[config.mk]
export PLATFORM = sky130hd
export DESIGN_NAME = fetch_ctrl
export DESIGN_NICKNAME = d
export VERILOG_FILES = /design/src/rtl/fetch_ctrl.sv
export SDC_FILE = /design/constraint.sdc
export NUM_CORES = 1
export LEC_CHECK = 0
export ABC_AREA = 1
export CAP_MARGIN = 25
export CORE_AREA = 3 3 75 77
export DETAILED_ROUTE_END_ITERATION = 7
export DIE_AREA = 0 0 78 80
export HOLD_SLACK_MARGIN = 0.02
export PLACE_DENSITY = 0.71
export SYNTH_ARGS = -nofsm -noshare
export SYNTH_HDL_FRONTEND = slang
export SYNTH_SLANG_ARGS = --single-unit
[constraint.sdc]
create_clock -name clk -period 2.45 [get_ports clk]
set_input_delay 0.735 -clock clk [delete_from_list [all_inputs] [get_ports clk]]
set_output_delay 0.735 -clock clk [all_outputs]
set_load 0.02 [all_outputs]
[src/rtl/fetch_ctrl.sv]
// fetch_ctrl: three-cycle fetch/decode/execute sequencer with a return-address stack.
module fetch_ctrl #(
  parameter int ADDR_W = 8,
  parameter int STACK_DEPTH = 4,
  localparam int DW = $clog2(STACK_DEPTH) + 1
) (
  input  logic              clk,
  input  logic              reset,
  input  logic              start,
  input  logic [ADDR_W-1:0] pc_in,
  input  logic              is_halt,
  input  logic              is_ret,
  input  logic              is_call,
  input  logic              is_jmp,
  input  logic              is_jz,
  input  logic              zero_flag,
  input  logic [ADDR_W-1:0] target,
  output logic              ir_load,
  output logic              exec_en,
  output logic              pc_en,
  output logic              jump_en,
  output logic [ADDR_W-1:0] jump_addr,
  output logic              halted,
  output logic              stack_err,
  output logic [DW-1:0]     depth
);
  typedef enum logic [2:0] {IDLE, FETCH, DECODE, EXECUTE, HALT} state_t;
  state_t state, next;
  logic [ADDR_W-1:0] stack [STACK_DEPTH];
  logic [DW-2:0] idx;
  logic exec, full, empty, do_ret, do_call, do_jmp, do_jz, push, pop, err;
  assign idx = depth[DW-2:0];
  // Priority chain: halt > ret > call > jmp > jz.
  always_comb begin
    exec = state == EXECUTE;
    full = depth == DW'(STACK_DEPTH);
    empty = depth == '0;
    do_ret = !is_halt && is_ret;
    do_call = !is_halt && !is_ret && is_call;
    do_jmp = !is_halt && !is_ret && !is_call && is_jmp;
    do_jz = !is_halt && !is_ret && !is_call && !is_jmp && is_jz;
    push = exec && do_call && !full;
    pop = exec && do_ret && !empty;
    err = exec && ((do_call && full) || (do_ret && empty));
    ir_load = state == FETCH;
    exec_en = exec;
    halted = state == HALT;
    jump_en = push || pop || (exec && (do_jmp || (do_jz && zero_flag)));
    pc_en = exec && !is_halt && !is_ret && !is_call && !is_jmp && !(is_jz && zero_flag);
    jump_addr = !jump_en ? '0 : pop ? stack[idx - 1'b1] : target;
    next = state;
    case (state)
      IDLE:    next = start ? FETCH : IDLE;
      FETCH:   next = DECODE;
      DECODE:  next = EXECUTE;
      EXECUTE: next = (is_halt || err) ? HALT : FETCH;
      default: next = HALT;
    endcase
  end
  always_ff @(posedge clk) begin
    if (reset) begin
      state <= IDLE;
      depth <= '0;
      stack_err <= 1'b0;
    end else begin
      state <= next;
      if (push) depth <= depth + 1'b1;
      if (pop) depth <= depth - 1'b1;
      if (err) stack_err <= 1'b1;
    end
  end
  always_ff @(posedge clk)
    if (!reset && push) stack[idx] <= pc_in + 1'b1;
endmodule

==> impl_metrics.json, run 1 <==
{
  "outcome": "finished with violations",
  "violations": "negative setup slack",
  "antenna_found_initial": 0,
  "synth_area_leaders": "edfxtp_1 (48%), nand2_1 (11%), dfxtp_1 (7.0%)",
  "dr.pass1.iters": 4,
  "place_ws_ps": -935.7,
  "antenna_cells": 0,
  "period_share_pct": 102.8,
  "finalSetupViolations": 9,
  "grt_max_degree": 22,
  "area_growth_pct": 54.31,
  "clk_pin_slew_worst_paths_ps": 80,
  "synth_cell_type_count": 29,
  "grt_usage_pct": 15.26,
  "grt.busiest_layer": "met2",
  "drv_slew": 0,
  "grt_first_pass_wirelength_microns": 7210,
  "cts-htree-levels": 2,
  "root_buffer": "clkbuf_8",
  "yosysSeqAreaShare_pct": 55.31,
  "p_leak_nw": 1.248,
  "timing.final.ws_setup_ps": -67.90,
  "arrival_ps": 1780,
  "start_util_pct": 39.23,
  "routedWlPerCell_microns": 13.37,
  "tritoncts": "done",
  "syn_inst": 211,
  "rows": 26,
  "max-cap-violations": 0,
  "final_antenna_net_count": 0,
  "post-route-drc-count": 0,
  "crit_required_ps": 1710,
  "synth_largest_area_cell": "edfxtp_1",
  "wl_microns": 4855,
  "yosysWarningCount": 0,
  "clockBufferDepth": 2,
  "end_kind": "primary output",
  "yosysTopAreaCellShare_pct": 48.27,
  "syn_area_per_cell_sq_um": 9.434,
  "globalRouteMet2Util_pct": 26.54,
  "finalHoldViolCount": 0,
  "fin_skew_ps": 8.162,
  "cts.sinks": 39,
  "io_pins": 42,
  "placed_area_sq_um": 2668,
  "insertion_delay_ps": 290,
  "cp-start-kind": "input port",
  "met3_usage_pct": 3.273,
  "hold_class": "register to register",
  "layout_common_cells": "nand2_1 (54), buf_4 (35), edfxtp_1 (32)",
  "period_minus_slack_ps": 2518,
  "cellPowerDensity_nw_per_um2": 468.2,
  "via_per_inst": 4.680,
  "dp_hpwl_microns": 3112,
  "fp.dieW_microns": 78,
  "worst_pin_slew_ps": 344.0,
  "final-seq-area_sq_um": 1106,
  "gp_congestion": 0.7816,
  "synth_nets": 242,
  "rsz0062_at_grt": "yes",
  "port_buffers": 41,
  "numCtsBuffers": 5,
  "irDropWorstVdd_v": 0.0002688,
  "mostFrequentLayoutCell": "nand2_1",
  "drtIter0Drc": 83,
  "core_region_area_sq_um": 5075,
  "use_met1_pct": 18.38,
  "n_fill_cell": 422,
  "ys_ff_latch": 39,
  "multiInputGateArea_sq_um": 925.9,
  "die_y_microns": 80,
  "drive_gt1_share_pct": 35.15,
  "hold_buffers": 0,
  "synth_area_sq_um": 1991,
  "path_class": "input port to primary output",
  "vias": 1699,
  "grt.overflow.total": 0,
  "grt_pass1_vias": 1553,
  "relSlewSlack_pct": 76.99,
  "finalNetCount": 323,
  "final_design_area_no_fill_sq_um": 3072,
  "max_freq_mhz": 397.2,
  "critPathMaxFanout": 17,
  "dieArea_sq_um": 6240
}
-- repair_timing --
action	4_1_cts	5_1_grt
setup buffers	16	1
gates cloned	1	0
pin swaps	6	13
gates resized for setup	77	40
endpoints found under the setup margin	11	12
-- layout make-up --
cell class | instances | area share, %
Multi-Input combinational cell | 147 | 30.14
Timing Repair Buffer | 79 | 23.58
Clock inverter | 3 | 1.548
Tap cell | 70 | 2.851
Inverter | 20 | 3.625
Clock buffer | 5 | 2.240
Sequential cell | 39 | 36.01
-- Yosys cell counts, drive strengths merged --
| cell | number |
|---|---|
| or2 | 2 |
| fa | 1 |
| o21ai | 14 |
| dfxtp | 7 |
| nor3 | 2 |
| xnor2 | 1 |
| inv | 19 |
| nand3b | 1 |
| nor2 | 22 |
| ha | 5 |
| a21o | 1 |
| clkbuf | 1 |
| a31oi | 1 |
| clkinv | 1 |
| nand2 | 62 |
| edfxtp | 32 |
| nand3 | 23 |
| buf | 4 |
| xor2 | 5 |
| a21oi | 7 |
-- worst max-delay path, stage by stage --
cell       delay (ps)
buf_2             150
nand2_2           100
nor2_4            140
nand2_4            90
buf_12            150
clkinv_16          70
nand2_2            60
o21ai_2            90
nor2_4             60
buf_6             130
-- power by group --
group	internal [W]	switching (W)	leakage [nW]	total [W]
Combinational	0.0000884	0.0000784	0.843	0.000167
Clock	0.000309	0.000234	0.0587	0.000542
Sequential	0.000724	0.00000495	0.346	0.000729
-- kinds of logic (layout without fill, tap and decap cells) --
group / Yosys count / after routing / share of synthesized area, %
AO/OA/AOI/OAI: 23 / 23 / 7.291
XOR/XNOR: 6 / 6 / 2.640
adder cells (fa/ha/maj): 6 / 6 / 4.148
buffers and inverters: 25 / 107 / 5.656
flip-flops: 39 / 39 / 55.31
AND/OR/NAND/NOR: 112 / 112 / 24.95
-- layer usage --
layer  up-vias  part of all wire [%]
met5         -                     0
met4         0                   1.5
met3         6                   4.7
met2        44                    50
met1       789                    44
li1        860                     -
-- stage by stage --
step	TNS, ps	cells	hold slack (ps)	total power (W)	utilization (%)
3_3_place_gp	-8631	339	441.6	0.0008817	52.56
5_1_grt	-910.0	363	509.5	0.001494	60.53
3_5_place_dp	-8968	339	451.5	0.0008834	52.56
4_1_cts	-650.0	364	462.6	0.001440	58.41
2_1_floorplan	-42.93	211	514.6	0.0008083	-
6_report	-399.0	363	461.3	0.001438	60.53
-- sequential cells by signal, summed over array words and instances, names as in the netlist --
signal	cells
stack	32
stack_err	1
depth	3
state	3
-- final timing paths --
check	start	end	slack, ps	cells after the start
hold reg to reg	stack_err	stack_err	460	2
setup / recovery	is_ret	jump_addr[7]	-70	10
hold / removal	stack_err	stack_err	460	2
setup reg to reg	depth[0]	depth[2]	440	13
Power figures use the tool's default switching activity.
==> run 2: changes to the inputs <==
--- a/config.mk
+++ b/config.mk
@@ -7,9 +7,9 @@
 export LEC_CHECK = 0
 export ABC_AREA = 1
 export CAP_MARGIN = 25
-export CORE_AREA = 3 3 75 77
+export CORE_AREA = 2 2 74 76
 export DETAILED_ROUTE_END_ITERATION = 7
-export DIE_AREA = 0 0 78 80
+export DIE_AREA = 0 0 76 78
 export HOLD_SLACK_MARGIN = 0.02
 export PLACE_DENSITY = 0.71
 export SYNTH_ARGS = -nofsm -noshare
==> run 2 against run 1 <==
The flow still finishes with violations (negative setup slack). Sequential power is essentially flat. Sequential share of layout area grew 2.1 points. Critical path type unchanged. Die area shrank 5.0%. Count of clock-buffer cells in the layout is the same. Core utilization shrank 3.0 points. Via count shrank 5.9%. Hold slack lost 6.9 ps. Non-clock buffer count shrank 12. Clock power grew 1%. Design area shrank 5.6%.
==> impl_metrics.json, run 2 (synthesized netlist as in run 1, its figures left out) <==
{
  "outcome": "finished with violations",
  "violations": "negative setup slack",
  "dr.pass1.iters": 6,
  "gp_congestion": 0.7881,
  "insertion_delay_ps": 290,
  "arrival_ps": 1780,
  "vias": 1599,
  "numCtsBuffers": 5,
  "path_class": "input port to primary output",
  "timing.final.ws_setup_ps": -63.03,
  "post-route-drc-count": 0,
  "dp_hpwl_microns": 3037,
  "cts.sinks": 39,
  "critPathMaxFanout": 4,
  "clockBufferDepth": 2,
  "layout_common_cells": "nand2_1 (57), edfxtp_1 (32), buf_4 (24)",
  "wl_met2_microns": 2013,
  "worst_pin_slew_ps": 340.4,
  "met3_length_microns": 209,
  "rows": 26,
  "start_util_pct": 39.48,
  "mostFrequentLayoutCell": "nand2_1",
  "max-cap-violations": 0,
  "cp-start-kind": "input port",
  "p_leak_nw": 1.187,
  "finalHoldViolCount": 0,
  "antenna_found_initial": 0,
  "utilization_pct": 57.49,
  "largest_reg_flops": 32,
  "met1_length_microns": 1955,
  "finalNetCount": 311,
  "multiInputGateArea_sq_um": 869.6,
  "antenna_cells": 0,
  "n_fill_cell": 423,
  "hold_buffers": 0,
  "grt_usage_pct": 15.25,
  "period_minus_slack_ps": 2513,
  "final_antenna_net_count": 0,
  "grt_pass1_vias": 1521,
  "finalSetupViolations": 9,
  "area_growth_pct": 45.63,
  "crit_required_ps": 1710,
  "hold_class": "register to register",
  "final-seq-area_sq_um": 1106,
  "max_freq_mhz": 397.9,
  "routedWlPerCell_microns": 12.05,
  "grt.overflow.total": 0,
  "port_buffers": 41,
  "grt_max_degree": 22,
  "dieArea_sq_um": 5928,
  "io_pins": 42,
  "rsz0062_at_grt": "yes",
  "end_kind": "primary output",
  "irDropWorstVdd_v": 0.0003390,
  "largest_register": "stack",
  "drv_slew": 0,
  "relSlewSlack_pct": 77.23,
  "cellPowerDensity_nw_per_um2": 490.2,
  "core_region_area_sq_um": 5042,
  "fp.dieW_microns": 76,
  "period_share_pct": 102.6,
  "drtIter0Drc": 37,
  "fin_skew_ps": 5.188,
  "drive_gt1_share_pct": 27.40,
  "grt_first_pass_wirelength_microns": 7182,
  "tritoncts": "done",
  "highest_layer": "met4",
  "die_y_microns": 78,
  "via_per_inst": 4.556,
  "cts-htree-levels": 2,
  "clk_pin_slew_worst_paths_ps": 80,
  "root_buffer": "clkbuf_8",
  "top_regs": "stack: 32 flops, depth: 3 flops, state: 3 flops",
  "wl_microns": 4230,
  "place_ws_ps": -930.4
}
## run 2: cell count changes in the layout (fill, tap and decap cells not counted), moves of 2 or more
cell,delta
nand2_2,-2
buf_4,-11
o21ai_2,-8
nand2_1,+3
clkinv_4,+2
nor2_2,-2
clkdlybuf4s50_1,-2
o21ai_0,+2
dlymetal6s2s_1,+2
o21ai_1,+7
## run 2: metrics by stage
step / setup TNS, ps / hold WS (ps) / cell area [sq um] / total power, W / std cells
5_1_grt: -1109 / 485.4 / 2899 / 0.001471 / 351
2_1_floorplan: -42.93 / 514.6 / 2048 / 0.0008083 / 211
3_5_place_dp: -8967 / 446.0 / 2653 / 0.0008845 / 337
4_1_cts: -650.3 / 458.3 / 2870 / 0.001428 / 349
6_report: -449.0 / 454.4 / 2899 / 0.001421 / 351
3_3_place_gp: -8689 / 440.2 / 2653 / 0.0008812 / 337
## run 2: report_power, final
| part | total, W | internal, W | switching [W] |
|---|---|---|---|
| sequential | 0.000729 | 0.000724 | 0.00000486 |
| combinational | 0.000142 | 0.0000732 | 0.0000691 |
| clock | 0.000550 | 0.000309 | 0.000242 |
## run 2: final timing paths
kind / to / slack, ps / cells after the start / startpoint
min: stack_err / 450 / 2 / stack_err
min reg2reg: stack_err / 450 / 2 / stack_err
max reg2reg: depth[2] / 500 / 13 / depth[0]
max: jump_addr[7] / -60 / 6 / is_jz
## run 2: cell type report
class / count / share of cell area, %
sequential: 39 / 38.15
multi-input combinational: 147 / 30.00
timing repair buffer: 67 / 21.80
inverter: 20 / 3.021
tap: 70 / 3.021
clock buffer: 5 / 2.374
clock inverter: 3 / 1.640
## run 2: per-layer routing
metal / vias up / GRT usage, %
met3: 7 / 3.953
met1: 713 / 19.10
met5: - / 0
met2: 43 / 26.16
met4: 0 / 4.364
li1: 836 / -
## run 2: repair_timing
action / CTS / global route
setup buffers: 3 / 2
setup endpoints to repair: 11 / 12
resized for setup: 82 / 12
gates cloned: 1 / 0
pin swaps: 12 / 7
endpoints found under the hold margin: 0 / 0
## run 2: critical path: stages
cell	delay [ps]
dlygate4sd2_1	230
a21o_1	210
a31oi_4	240
clkbuf_16	190
nor2_2	40
buf_6	120
==> run 3: changes to the inputs <==
--- a/config.mk
+++ b/config.mk
@@ -15,3 +15,4 @@
 export SYNTH_ARGS = -nofsm -noshare
 export SYNTH_HDL_FRONTEND = slang
 export SYNTH_SLANG_ARGS = --single-unit
+export TNS_END_PERCENT = 5
==> run 3 against run 2 <==
The run still ends with negative setup slack left. Non-clock buffer count increased by 7. Register-to-register slack about the same. Critical path type is now register to primary output. Combinational power is 6% higher.
==> impl_metrics.json, run 3 (synthesized netlist as in run 1, its figures left out) <==
{
  "antenna_found_initial": 0,
  "clk_pin_slew_worst_paths_ps": 70,
  "timing.final.ws_setup_ps": -66.93,
  "irDropWorstVdd_v": 0.0002931,
  "startpoint": "depth[1]",
  "max-cap-violations": 0,
  "path_class": "register to primary output",
  "grt_max_degree": 22,
  "worst-path-buf-inv": 4,
  "finalSetupViolations": 9,
  "tritoncts": "done",
  "dieArea_sq_um": 5928,
  "root_buffer": "clkbuf_8",
  "routedWlPerCell_microns": 12.91,
  "drive_gt1_share_pct": 32.64,
  "reg2reg_to": "depth[2]",
  "drtIter0Drc": 45,
  "vias": 1628,
  "worst_pin_slew_ps": 332.8,
  "via_per_inst": 4.547,
  "hp-start": "stack_err",
  "fin_skew_ps": 4.579,
  "mostFrequentLayoutCell": "nand2_1",
  "die_y_microns": 78,
  "clockBufferDepth": 2,
  "slowest_stage": "dfxtp_2",
  "timing.rr.start": "depth[0]",
  "final_design_area_no_fill_sq_um": 2978,
  "numCtsBuffers": 5,
  "max_freq_mhz": 397.3,
  "hold_class": "register to register",
  "insertion_delay_ps": 290,
  "cp-start-kind": "register",
  "grt_usage_pct": 17.33,
  "arrival_ps": 1780,
  "dr.pass1.iters": 4,
  "post-route-drc-count": 0,
  "placed_area_sq_um": 2678,
  "grt_pass1_vias": 1619,
  "finalNetCount": 318,
  "period_share_pct": 102.7,
  "path_delay_family": "buffers and inverters",
  "cp_cell_sequence": "inv_2 -> ha_4 -> inv_2 -> nor2_4 -> nor2_4 -> nand2_4 -> o21ai_4 -> a31oi_4 -> buf_12 -> nor2_4 -> buf_6",
  "cts.sinks": 39,
  "holdPathStages": 2,
  "relSlewSlack_pct": 77.74,
  "hold_ws_ps": 472.1,
  "layout_common_cells": "nand2_1 (55), edfxtp_1 (32), buf_4 (31)",
  "fp.dieW_microns": 76,
  "top_regs": "stack: 32 flops, depth: 3 flops, state: 3 flops",
  "rsz0062_at_grt": "yes",
  "crit_path_frequent_cell": "nor2_4",
  "p_leak_nw": 1.204,
  "cellPowerDensity_nw_per_um2": 435.0,
  "critPathMaxStageDelay_ps": 320,
  "core_region_area_sq_um": 5042,
  "period_minus_slack_ps": 2517,
  "grt_first_pass_wirelength_microns": 7879,
  "violations": "negative setup slack",
  "antenna_cells": 0,
  "io_pins": 42,
  "outcome": "finished with violations",
  "gp_congestion": 0.7750,
  "drv_slew": 0,
  "hold_end": "stack_err",
  "start_util_pct": 39.48,
  "finalHoldViolCount": 0,
  "critPathMaxFanout": 8,
  "rrSetupSlack_ps": 500,
  "final_antenna_net_count": 0,
  "largest_reg_flops": 32,
  "largest_register": "stack",
  "cts-htree-levels": 2,
  "port_buffers": 41,
  "crit_required_ps": 1710,
  "area_growth_pct": 49.59,
  "end_kind": "primary output",
  "worstRegToRegCells": 13,
  "rows": 26,
  "wl_microns": 4621,
  "grt.overflow.total": 0,
  "dp_hpwl_microns": 3156
}
## run 3: changes by cell type in the layout (fill, tap and decap cells not counted), sizes merged
| cell | previous run | this run |
|---|---|---|
| clkinvlp | 0 | 1 |
| bufinv | 1 | 0 |
| clkdlybuf4s50 | 22 | 23 |
| dlymetal6s2s | 2 | 1 |
| buf | 36 | 44 |
| clkinv | 3 | 2 |
## run 3: final cells by class
type	count	area [sq um]
fill	420	2064
tap	70	87.58
clock buffer	6	72.57
clock inverter	2	12.51
inverter	20	103.9
sequential	39	1106
multi-input combinational	147	912.1
timing repair buffer	74	683.2
## run 3: how the worst max path moves through the flow
stage | endpoint | slack [ps] | cells past startpoint
2_1_floorplan | jump_addr[0] | -40 | 11
3_3_place_gp | jump_addr[6] | -910 | 9
3_5_place_dp | jump_addr[4] | -940 | 9
4_1_cts | jump_addr[0] | -40 | 11
5_1_grt | jump_addr[5] | -140 | 11
6_report | jump_addr[2] | -70 | 11
## run 3: worst reg2reg max path: stages, from the launching register on
cell     delay [ps]
dfxtp_4         360
inv_4            40
ha_4            150
inv_2            70
nor2_4           50
nor2_4          130
nand2_4          80
buf_4           140
buf_4           130
fa_1            370
inv_1            70
nand3_1          80
a21oi_1         130
nor2_1           60
## run 3: metal layers
layer | global-route usage [%] | routed length [microns] | vias up
met2 | 30.54 | 2319 | 39
met4 | 7.455 | 110 | 0
met3 | 4.767 | 213 | 8
met1 | 19.84 | 1978 | 735
li1 | - | - | 846
met5 | 0 | 0 | -
## run 3: stage by stage
step	total power [W]	worst slack, ps	cells	setup TNS [ps]	util, %
final	0.001295	-66.93	358	-502.0	59.06
after global routing	0.001348	-139.3	358	-1135	59.06
after CTS	0.001307	-38.78	357	-313.6	58.54
after detailed placement	0.0008845	-936.4	343	-9087	53.10
after global placement	0.0008827	-912.1	343	-8775	53.10
after floorplan	0.0008076	-38.19	211	-310.3	-
## run 3: repair_timing
item	4_1_cts	5_1_grt
resized for setup	99	9
setup buffers	6	1
setup endpoints to repair	11	11
hold buffers	0	0
pin swaps	14	5
## run 3: power by group
group          switching, W  leakage (nW)  internal [W]
combinational     0.0000720         0.817     0.0000775
sequential       0.00000487         0.346      0.000724
clock              0.000218        0.0412      0.000199
